## src/rtl/bram_256_8_writer.sv

```systemverilog
// bram_256_8_writer
// Sequential loader that fills a 2^ADDR_WIDTH x DATA_WIDTH synchronous RAM
// from a valid/ready byte stream. A start pulse arms a transfer of `count`
// bytes beginning at `base_addr`. Each accepted byte is issued one cycle later
// as a registered write strobe, with the address wrapping modulo the depth.
// A one-cycle `done` pulse marks completion, and `checksum` holds the additive
// sum (mod 2^DATA_WIDTH) of the bytes accepted in the current or last transfer.
//
// Ports
//   clock      in   rising-edge clock
//   reset      in   asynchronous active-high reset
//   start      in   arm a transfer (sampled only in IDLE)
//   base_addr  in   first write address, captured on accepted start
//   count      in   byte count (values above the depth saturate to the depth)
//   abort      in   cancel the transfer in progress (WRITE only)
//   in_valid   in   source has a byte
//   in_data    in   source byte
//   in_ready   out  block accepts a byte this cycle (decoded from state only)
//   wr_en      out  registered RAM write strobe
//   wr_addr    out  registered RAM write address
//   wr_data    out  registered RAM write data
//   busy       out  state is not IDLE
//   done       out  one-cycle completion pulse
//   checksum   out  running byte sum of the current/last transfer
//
// state   | meaning
// --------+-----------------------------------------------------------
// S_IDLE  | waiting for start; checksum of the last transfer is held
// S_WRITE | accepting bytes until remaining reaches zero or abort
// S_DONE  | single-cycle completion pulse, then back to S_IDLE

module bram_256_8_writer #(
    parameter int ADDR_WIDTH = 8,
    parameter int DATA_WIDTH = 8
) (
    input  logic                  clock,
    input  logic                  reset,
    input  logic                  start,
    input  logic [ADDR_WIDTH-1:0] base_addr,
    input  logic [ADDR_WIDTH:0]   count,
    input  logic                  abort,
    input  logic                  in_valid,
    input  logic [DATA_WIDTH-1:0] in_data,
    output logic                  in_ready,
    output logic                  wr_en,
    output logic [ADDR_WIDTH-1:0] wr_addr,
    output logic [DATA_WIDTH-1:0] wr_data,
    output logic                  busy,
    output logic                  done,
    output logic [DATA_WIDTH-1:0] checksum
);

    typedef enum logic [1:0] {
        S_IDLE  = 2'd0,
        S_WRITE = 2'd1,
        S_DONE  = 2'd2
    } state_t;

    localparam logic [ADDR_WIDTH:0] DEPTH   = {1'b1, {ADDR_WIDTH{1'b0}}};
    localparam logic [ADDR_WIDTH:0] REM_ONE = {{ADDR_WIDTH{1'b0}}, 1'b1};

    state_t                state_q, state_d;
    logic [ADDR_WIDTH-1:0] ptr_q, ptr_d;
    logic [ADDR_WIDTH:0]   rem_q, rem_d;
    logic [DATA_WIDTH-1:0] cks_q, cks_d;
    logic                  wr_en_q, wr_en_d;
    logic [ADDR_WIDTH-1:0] wr_addr_q, wr_addr_d;
    logic [DATA_WIDTH-1:0] wr_data_q, wr_data_d;
    logic [ADDR_WIDTH:0]   count_cap;

    // Any count beyond the RAM depth would only rewrite the same image, so it
    // saturates to one full pass.
    assign count_cap = (count > DEPTH) ? DEPTH : count;

    always_ff @(posedge clock or posedge reset) begin
        if (reset) begin
            state_q   <= S_IDLE;
            ptr_q     <= '0;
            rem_q     <= '0;
            cks_q     <= '0;
            wr_en_q   <= 1'b0;
            wr_addr_q <= '0;
            wr_data_q <= '0;
        end else begin
            state_q   <= state_d;
            ptr_q     <= ptr_d;
            rem_q     <= rem_d;
            cks_q     <= cks_d;
            wr_en_q   <= wr_en_d;
            wr_addr_q <= wr_addr_d;
            wr_data_q <= wr_data_d;
        end
    end

    always_comb begin
        state_d   = state_q;
        ptr_d     = ptr_q;
        rem_d     = rem_q;
        cks_d     = cks_q;
        wr_en_d   = 1'b0;
        wr_addr_d = wr_addr_q;
        wr_data_d = wr_data_q;

        case (state_q)
            S_IDLE: begin
                if (start) begin
                    ptr_d   = base_addr;
                    rem_d   = count_cap;
                    cks_d   = '0;
                    state_d = (count_cap != '0) ? S_WRITE : S_DONE;
                end
            end
            S_WRITE: begin
                // Abort wins over a simultaneous accept: the byte is dropped
                // and neither the RAM nor the checksum sees it.
                if (abort) begin
                    state_d = S_IDLE;
                end else if (in_valid) begin
                    wr_en_d   = 1'b1;
                    wr_addr_d = ptr_q;
                    wr_data_d = in_data;
                    ptr_d     = ptr_q + 1'b1;
                    rem_d     = rem_q - 1'b1;
                    cks_d     = cks_q + in_data;
                    if (rem_q == REM_ONE) begin
                        state_d = S_DONE;
                    end
                end
            end
            S_DONE: begin
                state_d = S_IDLE;
            end
            default: begin
                state_d = S_IDLE;
            end
        endcase
    end

    assign in_ready = (state_q == S_WRITE);
    assign busy     = (state_q != S_IDLE);
    assign done     = (state_q == S_DONE);
    assign wr_en    = wr_en_q;
    assign wr_addr  = wr_addr_q;
    assign wr_data  = wr_data_q;
    assign checksum = cks_q;

endmodule
```

## config.mk

```make
export PLATFORM = sky130hd
export DESIGN_NAME = bram_256_8_writer
export DESIGN_NICKNAME = d
export VERILOG_FILES = /design/src/rtl/bram_256_8_writer.sv
export SDC_FILE = /design/constraint.sdc
export NUM_CORES = 1
export LEC_CHECK = 0
export CAP_MARGIN = 20
export CELL_PAD_IN_SITES_DETAIL_PLACEMENT = 1
export CELL_PAD_IN_SITES_GLOBAL_PLACEMENT = 1
export CORE_MARGIN = 4
export CORE_UTILIZATION = 30
export CTS_CLUSTER_DIAMETER = 50
export CTS_CLUSTER_SIZE = 16
export DETAILED_ROUTE_END_ITERATION = 6
export GPL_TIMING_DRIVEN = 0
export PLACE_DENSITY = 0.64
export SYNTH_ARGS = -nofsm -noshare
export SYNTH_HDL_FRONTEND = slang
export SYNTH_SLANG_ARGS = --single-unit
```

## constraint.sdc

```tcl
create_clock -name clock -period 4.1 [get_ports clock]
set_input_delay 0.82 -clock clock [delete_from_list [all_inputs] [get_ports clock]]
set_output_delay 0.82 -clock clock [all_outputs]
set_load 0.01 [all_outputs]
```

==> results.sh, run 1 <==
export IMPL_p_total_mw=2.230
export IMPL_slew_headroom=0.6919
export IMPL_later_pin_clock_latency_in_the_skew_report_ps=310
export IMPL_drc=0
export IMPL_row_count=32
export IMPL_synth_top_family_by_area="compound AO/OA/AOI/OAI gates"
export IMPL_layout_area_overhead_vs_synth_pct=33.38
export IMPL_hp_start="wr_data[0]"
export IMPL_drive_gt1_frac=0.1569
export IMPL_timing_max_transition_violations_final=0
export IMPL_report_final_hold_viol_count=0
export IMPL_setup_worst_path_start_class="flop"
export IMPL_hold_path_cell_count=1
export IMPL_fraction_of_the_core_area_covered_by_cells_at_the_end_of_the_flow=0.4149
export IMPL_nets_in_the_synthesized_netlist=281
export IMPL_required_ps=3280
export IMPL_yosys_warnings=0
export IMPL_slowest_stage="clkdlybuf4s50_1"
export IMPL_finalWorstSetupSlack_ps=1256
export IMPL_avgRoutedWirePerCell_um=16.45
export IMPL_tritoncts_clock_tree="yes"
export IMPL_finalCritPeriodShare=0.6935
export IMPL_synth_compound_gate_area_share=0.1968
export IMPL_num_antenna_cells=0
export IMPL_gp_routability_congestion=0.7648
export IMPL_via_count=2082
export IMPL_register_bit_count_reported_by_yosys=44
export IMPL_dpl_ws_ps=1297
export IMPL_crit_start="state_q[1]"
export IMPL_timing_max_cap_violations=0
export IMPL_timing_reg2reg_setup_slack_ps=2200
export IMPL_timing_critical_path_slowest_cell_delay_ps=570
export IMPL_routed_via_density=5.103
export IMPL_crit_reg2reg_capture="checksum[6]"
export IMPL_fp_dieW_um=97.98
export IMPL_worstPathBufferInverterCount=4
export IMPL_final_period_minus_worst_setup_slack_ps=2844
export IMPL_critical_path_peak_fanout=10
export IMPL_synth_enable_flop_cells=0
export IMPL_yosysSeqAreaShare=0.4534
export IMPL_floorplan_die_area_mm2=0.009599
export IMPL_via_count_of_the_first_global_routing_pass=2230
export IMPL_r2r_worst_path_cells=7
export IMPL_gate_family_responsible_for_the_most_delay_along_the_worst_path="buffers and inverters"
export IMPL_power_per_cell_area_mw_per_mm2=688.3
export IMPL_rsz0062_at_grt="false"
export IMPL_max_slew_worst_pin_slew_ps=462.1
export IMPL_grt_antenna_before_repair=0
export IMPL_holdBufCountCts=0
export IMPL_post_synth_xor_area_fraction=0.01443
export IMPL_regToRegStartpoint="checksum[0]"
export IMPL_hold_end="wr_data[0]"
export IMPL_finalSetupTns_ps=0
export IMPL_crit_type="reg2out"
export IMPL_critical_path_arrival_ps=2020
export IMPL_fin_nets=346
export IMPL_syn_area_mm2=0.002429
export IMPL_grt_overflow=0
export IMPL_finalWirelength_um=6713
export IMPL_ys_dominant_reg_cell="dfrtp_1"
export IMPL_synth_mux_area_frac=0.07419
export IMPL_fmaxAchievable_mhz=351.7
export IMPL_report_final_setup_viol=0
export IMPL_finClkSkew_ps=9.866
export IMPL_tritoncts_num_buffers=5
export IMPL_i_o_pins=58
export IMPL_timing_critical_path_cells="nand2b_1 -> buf_6 -> inv_2 -> buf_2 -> clkdlybuf4s50_1"
export IMPL_simple_gate_share_of_the_synthesized_area=0.1587
export IMPL_synthesis_instances=240
export IMPL_dp_hpwl_um=4947
export IMPL_core_area_mm2=0.007807
export IMPL_cts_path_max_buffers=2
export IMPL_drt_iter0_markers=58
export IMPL_clock_sink_count=44
export IMPL_grt_use_total=0.1451
export IMPL_post_synthesis_cell_type_count=53
export IMPL_htree_levels=2
export IMPL_async_reset_ff_frac=1.000
export IMPL_power_static_leakage_nw=1.365
export IMPL_die_y_extent_um=97.98
export IMPL_post_cts_repair_setup_buffers=0
export IMPL_initial_utilization=0.3111
export IMPL_run_status="completed"
export IMPL_count_of_input_and_output_buffers=57
export IMPL_grt_first_pass_wirelength_um=11390
export IMPL_drt_first_pass_iters=4
export IMPL_synth_area_per_cell_um2=10.12
export IMPL_postCtsResizedCells=0
export IMPL_critPathCaptureType="output pin"
export IMPL_min_path_type="reg2reg"
export IMPL_yosys_area_share_adder=0.05976
export IMPL_path_clk_slew_ps=80
export IMPL_postRouteAntennaNets=0
export IMPL_vdd_ir_drop_max_uv=224.6
export IMPL_grt_max_degree=33
export IMPL_root_buffer="clkbuf_8"
-- cell type report --
type                       instances  area, µm²
tap                              102      127.6
sequential                        44       1101
multi-input combinational        178       1224
clock buffer                       6      82.58
timing repair buffer              58      590.6
clock inverter                     2      10.01
inverter                           7      26.28
fill                             890       4568
buffer                            11      77.57
-- metrics by stage --
stage          area, µm²  hold WS (ps)  std cells
2_1_floorplan       2429         467.0        240
5_1_grt             3239         531.1        408
4_1_cts             3239         519.0        408
3_5_place_dp        3147         498.0        400
3_3_place_gp        3127         490.0        399
6_report            3239         513.5        408
-- synth_stat cells (all sizes together), types with 2 or more instances --
cell	count	area [µm²]
and3	2	12.51
o21ai	19	95.09
nor3	6	30.03
a32oi	2	17.52
or2	2	12.51
a22o	6	52.55
dfrtp	44	1101
o21bai	2	18.77
xnor2	2	17.52
inv	7	26.27
nand2	17	66.32
nand3	8	40.04
o211ai	2	25.02
clkbuf	2	11.26
a22oi	3	22.52
o22ai	2	12.51
buf	9	66.31
and2	2	12.51
mux2	16	180.2
ha	10	125.1
nand4b	2	17.52
nor2	23	88.84
nor3b	2	26.28
a31oi	2	12.51
xor2	2	17.52
a211oi	2	15.01
a41oi	2	17.52
nor4	2	18.77
nor2b	5	31.28
a21oi	22	113.9
-- per-layer routing --
metal	global-route usage	share of wire	up-vias
met2	0.2377	0.47	37
met4	0.04473	0.014	0
met5	0	0	-
met1	0.1937	0.49	1036
li1	-	-	1003
met3	0.02857	0.035	6
-- worst reg2reg max path: stages, from the launching register on --
cell and delay, ps:
dfrtp_1 410, ha_1 220, fa_1 410, a21o_1 180, a21oi_1 210, o21bai_1 140, nand4b_1 130, o211ai_2 80
-- state kept, by name (all words and copies together), names as in the netlist --
name,flops
checksum,8
ptr_q,8
rem_q,9
state_q,2
wr_addr,8
wr_data,8
wr_en,1
-- power breakdown --
group | switching (mW) | total, mW | leakage, nW | internal, mW
sequential | 0.175 | 0.805 | 0.541 | 0.630
combinational | 0.546 | 1.13 | 0.773 | 0.582
clock | 0.162 | 0.297 | 0.0510 | 0.135
-- layout by cell type, fill, tap and decap left out, drive strengths merged, types with 7 or more instances in the layout --
cell and n:
ha 10, dfrtp 44, buf 10, nand2 17
inv 7, nor2 23, clkdlybuf4s50 57, o21ai 19
nand3 8, clkbuf 8, a21oi 22, mux2 16
-- cells by family after synthesis --
kind of cell	after synthesis
buf+inv	18
compound gates	72
flops	44
simple gates	75
mux	16
xor+xnor	4
fa+ha+maj	11
-- worst max path at each step --
stage | to | slack (ps) | cells past startpoint
after floorplan | checksum[6] | 1910 | 7
after global routing | in_ready | 1150 | 5
final | in_ready | 1260 | 5
after global placement | state_q[1] | 1180 | 2
after CTS | in_ready | 1230 | 5
after detailed placement | checksum[6] | 1300 | 8
(Power assumes the default switching activity.)
==> inputs of run 2 (changes only) <==
--- a/config.mk
+++ b/config.mk
@@ -14,7 +14,7 @@
 export CTS_CLUSTER_SIZE = 16
 export DETAILED_ROUTE_END_ITERATION = 6
 export GPL_TIMING_DRIVEN = 0
-export PLACE_DENSITY = 0.64
+export PLACE_DENSITY = 0.67
 export SYNTH_ARGS = -nofsm -noshare
 export SYNTH_HDL_FRONTEND = slang
 export SYNTH_SLANG_ARGS = --single-unit
==> constraint.sdc (replaced) <==
create_clock -name clock -period 2.4 [get_ports clock]
set_input_delay 0.48 -clock clock [delete_from_list [all_inputs] [get_ports clock]]
set_output_delay 0.48 -clock clock [all_outputs]
set_load 0.01 [all_outputs]
==> results.sh, run 2 (synthesized netlist as in run 1, its figures left out) <==
export IMPL_run_status="completed"
export IMPL_path_clk_slew_ps=90
export IMPL_holdBufCountCts=0
export IMPL_later_pin_clock_latency_in_the_skew_report_ps=300
export IMPL_via_count=2073
export IMPL_net_switching_power_mw=1.514
export IMPL_tritoncts_clock_tree="yes"
export IMPL_drc=0
export IMPL_count_of_input_and_output_buffers=57
export IMPL_clock_power_share=0.162
export IMPL_finalWorstSetupSlack_ps=108.3
export IMPL_tritoncts_num_buffers=5
export IMPL_drive_gt1_frac=0.1541
export IMPL_post_route_design_area_mm2=0.003269
export IMPL_fp_dieW_um=97.98
export IMPL_grt_overflow=0
export IMPL_finClkSkew_ps=6.503
export IMPL_rsz0062_at_grt="false"
export IMPL_routed_via_density=5.093
export IMPL_report_final_setup_viol=0
export IMPL_grt_antenna_before_repair=0
export IMPL_clock_sink_count=44
export IMPL_final_common_cell="clkdlybuf4s50_1"
export IMPL_timing_max_transition_violations_final=0
export IMPL_power_per_cell_area_mw_per_mm2=1208
export IMPL_die_y_extent_um=97.98
export IMPL_grt_use_total=0.1469
export IMPL_crit_type="reg2out"
export IMPL_post_cts_repair_setup_buffers=0
export IMPL_drt_iter0_markers=67
export IMPL_fin_nets=345
export IMPL_final_cell_mix="57 x clkdlybuf4s50_1, 44 x dfrtp_1, 22 x nor2_1"
export IMPL_timing_max_cap_violations=0
export IMPL_slew_headroom=0.6772
export IMPL_grt_max_degree=33
export IMPL_htree_levels=2
export IMPL_critPathCaptureType="output pin"
export IMPL_report_final_hold_viol_count=0
export IMPL_finalWirelength_um=6780
export IMPL_core_area_mm2=0.007807
export IMPL_i_o_pins=58
export IMPL_row_count=32
export IMPL_largest_reg_flops=9
export IMPL_power_sequential_fraction=0.347
export IMPL_initial_utilization=0.3111
export IMPL_final_cell_count_no_fill=407
export IMPL_top_register="rem_q"
export IMPL_postRouteAntennaNets=0
export IMPL_dp_hpwl_um=5020
export IMPL_cts_path_max_buffers=2
export IMPL_avgRoutedWirePerCell_um=16.66
export IMPL_finalCritPeriodShare=0.9549
export IMPL_fmaxAchievable_mhz=436.4
export IMPL_fraction_of_the_core_area_covered_by_cells_at_the_end_of_the_flow=0.4188
export IMPL_critical_path_peak_fanout=17
export IMPL_r2r_worst_path_cells=7
export IMPL_power_static_leakage_nw=1.373
export IMPL_max_slew_worst_pin_slew_ps=484.3
export IMPL_layout_area_overhead_vs_synth_pct=34.62
export IMPL_postCtsResizedCells=0
export IMPL_number_of_placed_cells_counting_well_taps=400
export IMPL_final_period_minus_worst_setup_slack_ps=2292
export IMPL_min_path_type="in2async"
export IMPL_floorplan_die_area_mm2=0.009599
export IMPL_timing_hold_ws_ps=454.4
export IMPL_vdd_ir_drop_max_uv=368.9
export IMPL_drt_first_pass_iters=4
export IMPL_via_count_of_the_first_global_routing_pass=2321
export IMPL_place_area_mm2=0.003147
export IMPL_gp_routability_congestion=0.7955
export IMPL_num_antenna_cells=0
export IMPL_root_buffer="clkbuf_8"
export IMPL_critical_path_arrival_ps=1810
export IMPL_internal_power_mw=2.436
export IMPL_grt_first_pass_wirelength_um=11470
export IMPL_switching_share=0.3833
export IMPL_required_ps=1920
export IMPL_combinationalPowerShare=0.491
export IMPL_dpl_ws_ps=-68.95
export IMPL_setup_worst_path_start_class="flop"
[run 2: changes by cell type in the layout (fill, tap and decap cells not counted)]
cell       change
buf_2          -1
bufinv_16      +1
clkbuf_8       +1
clkinv_2       -1
inv_2          -1
[run 2: critical path, stage by stage (launching register included)]
cell,delay (ps)
dfrtp_1,430
nand2b_1,170
buf_6,140
clkinv_2,190
clkdlybuf4s50_1,580
[run 2: cell type report]
type | count | area (µm²)
Clock buffer | 7 | 96.34
Sequential cell | 44 | 1101
Tap cell | 102 | 127.6
Clock inverter | 1 | 30.03
Fill cell | 875 | 4538
Inverter | 7 | 27.53
Buffer | 10 | 72.57
Timing Repair Buffer | 58 | 590.6
Multi-Input combinational cell | 178 | 1224
[run 2: final timing paths]
| kind | start | endpoint | slack (ps) |
|---|---|---|---|
| worst min-delay path | reset | wr_addr[3] | 450 |
| max in group asynchronous | reset | wr_data[2] | 1460 |
| min in group clock | wr_data[3] | wr_data[3] | 510 |
| worst min register to register | wr_data[3] | wr_data[3] | 510 |
| worst max-delay path | state_q[1] | in_ready | 110 |
| worst max register to register | checksum[0] | checksum[6] | 480 |
[run 2: routing by layer]
| metal | GRT usage | wire (µm) |
|---|---|---|
| met5 | 0 | 0 |
| met4 | 0.05857 | 102 |
| met3 | 0.02429 | 226 |
| met2 | 0.2377 | 3212 |
| met1 | 0.1958 | 3238 |
[run 2: power by group through the flow]
stage | clock network, mW | logic (mW) | registers, mW
2_1_floorplan | 0 | 1.09 | 1.41
3_3_place_gp | 0 | 1.91 | 1.37
3_5_place_dp | 0 | 1.97 | 1.39
4_1_cts | 0.665 | 1.97 | 1.38
5_1_grt | 0.694 | 2.15 | 1.43
6_report | 0.638 | 1.94 | 1.37
[run 2: per-stage QoR]
step	setup TNS, ps	total power, mW
final	0	3.949
after global routing	0	4.273
after global placement	-6730	3.287
after detailed placement	-68.95	3.353
after floorplan	0	2.499
after CTS	0	4.009
==> inputs of run 3 (changes only) <==
--- a/config.mk
+++ b/config.mk
@@ -14,7 +14,7 @@
 export CTS_CLUSTER_SIZE = 16
 export DETAILED_ROUTE_END_ITERATION = 6
 export GPL_TIMING_DRIVEN = 0
-export PLACE_DENSITY = 0.67
+export PLACE_DENSITY_LB_ADDON = 0.08
 export SYNTH_ARGS = -nofsm -noshare
 export SYNTH_HDL_FRONTEND = slang
 export SYNTH_SLANG_ARGS = --single-unit
==> results.sh, run 3 (synthesized netlist as in run 1, its figures left out) <==
export IMPL_gp_routability_congestion=0.7631
export IMPL_via_count=2075
export IMPL_crit_type="reg2out"
export IMPL_later_pin_clock_latency_in_the_skew_report_ps=300
export IMPL_critPathCaptureType="output pin"
export IMPL_report_final_setup_viol=0
export IMPL_crit_reg2reg_capture="checksum[6]"
export IMPL_multi_input_comb_area_mm2=0.001224
export IMPL_post_route_design_area_mm2=0.003251
export IMPL_tritoncts_num_buffers=5
export IMPL_root_buffer="clkbuf_8"
export IMPL_i_o_pins=58
export IMPL_die_y_extent_um=97.98
export IMPL_routed_via_density=5.098
export IMPL_core_area_mm2=0.007807
export IMPL_grt_use_total=0.1481
export IMPL_timing_reg2reg_setup_slack_ps=500
export IMPL_timing_hold_ws_ps=425.4
export IMPL_drive_gt1_frac=0.1508
export IMPL_fillerInstances=882
export IMPL_power_per_cell_area_mw_per_mm2=1191
export IMPL_grt_max_degree=36
export IMPL_dp_hpwl_um=4950
export IMPL_final_cell_mix="57 x clkdlybuf4s50_1, 44 x dfrtp_1, 22 x nor2_1"
export IMPL_largest_reg_flops=9
export IMPL_via_count_of_the_first_global_routing_pass=2202
export IMPL_finalWirelength_um=6784
export IMPL_critical_path_peak_fanout=17
export IMPL_cts_path_max_buffers=2
export IMPL_initial_utilization=0.3111
export IMPL_critical_path_arrival_ps=1810
export IMPL_grt_antenna_before_repair=0
export IMPL_fin_nets=345
export IMPL_setup_worst_path_start_class="flop"
export IMPL_top_register="rem_q"
export IMPL_finalCritPeriodShare=0.9556
export IMPL_holdBufCountCts=0
export IMPL_r2r_worst_path_cells=7
export IMPL_crit_start="state_q[1]"
export IMPL_final_period_minus_worst_setup_slack_ps=2293
export IMPL_path_clk_slew_ps=80
export IMPL_grt_overflow=0
export IMPL_fmaxAchievable_mhz=436.0
export IMPL_min_path_type="in2async"
export IMPL_rsz0062_at_grt="false"
export IMPL_postRouteAntennaNets=0
export IMPL_p_total_mw=3.872
export IMPL_report_final_hold_viol_count=0
export IMPL_finClkSkew_ps=5.448
export IMPL_place_area_mm2=0.003147
export IMPL_slew_headroom=0.6668
export IMPL_count_of_input_and_output_buffers=57
export IMPL_tritoncts_clock_tree="yes"
export IMPL_avgRoutedWirePerCell_um=16.67
export IMPL_required_ps=1920
export IMPL_regToRegStartpoint="checksum[0]"
export IMPL_num_antenna_cells=0
export IMPL_floorplan_die_area_mm2=0.009599
export IMPL_fp_dieW_um=97.98
export IMPL_final_common_cell="clkdlybuf4s50_1"
export IMPL_timing_max_cap_violations=0
export IMPL_vdd_ir_drop_max_uv=421.9
export IMPL_clock_sink_count=44
export IMPL_row_count=32
export IMPL_register_area_mm2=0.001101
export IMPL_layout_area_overhead_vs_synth_pct=33.85
export IMPL_fraction_of_the_core_area_covered_by_cells_at_the_end_of_the_flow=0.4163
export IMPL_drc=0
export IMPL_drt_iter0_markers=53
export IMPL_drt_first_pass_iters=4
export IMPL_grt_first_pass_wirelength_um=11470
export IMPL_timing_max_transition_violations_final=0
export IMPL_htree_levels=2
export IMPL_power_static_leakage_nw=1.364
export IMPL_run_status="completed"
export IMPL_max_slew_worst_pin_slew_ps=499.9
[run 3: cell types whose count changed in the layout (fill, tap and decap cells not counted)]
cell / previous run / this run
clkbuf_1: 1 / 2
clkinv_2: 1 / 2
clkbuf_8: 7 / 5
[run 3: layout make-up]
class / count / share of cell area
clock inverter: 2 / 0.01078
sequential: 44 / 0.3387
multi-input combinational: 178 / 0.3764
inverter: 7 / 0.008468
tap: 102 / 0.03926
timing repair buffer: 58 / 0.1817
clock buffer: 6 / 0.02232
buffer: 10 / 0.02232
[run 3: routing by layer]
layer / track usage / part of all wire / vias up
met5: 0 / 0 / -
met4: 0.03514 / 0.0068 / 0
met3: 0.03071 / 0.038 / 4
met2: 0.2257 / 0.46 / 42
met1: 0.2154 / 0.49 / 1025
li1: - / - / 1004
[run 3: report_power, final]
group	total, mW	internal (mW)	leakage (nW)	switching, mW
Combinational	1.92	0.990	0.768	0.933
Clock	0.573	0.309	0.0552	0.264
Sequential	1.38	1.08	0.541	0.300
Total	3.87	2.37	1.36	1.50
[run 3: worst max-delay path by stage]
stage	to	slack, ps	cells after the start
final	in_ready	110	4
after CTS	in_ready	20	4
after detailed placement	checksum[6]	-50	8
after global routing	in_ready	3	4
after floorplan	checksum[6]	550	7
after global placement	rem_q[2]	-240	2
[run 3: stage by stage]
step / TNS [ps] / setup slack [ps] / cells
after floorplan: 0 / 550.6 / 240
after global placement: -10630 / -244.1 / 399
after detailed placement: -52.58 / -52.58 / 400
after CTS: 0 / 22.48 / 407
after global routing: 0 / 2.808 / 407
final: 0 / 106.7 / 407
[run 3: worst max-delay path, stage by stage, from the launching register on]
cell and delay (ps):
dfrtp_1 430, nand2b_1 170, buf_6 150, clkinv_2 180, clkdlybuf4s50_1 580
[run 3: timing repair]
action,4_1_cts,5_1_grt
gates cloned,0,0
endpoints found under the setup margin,1,1
pin swaps,0,0
resized for setup,0,1
buffers inserted,0,0
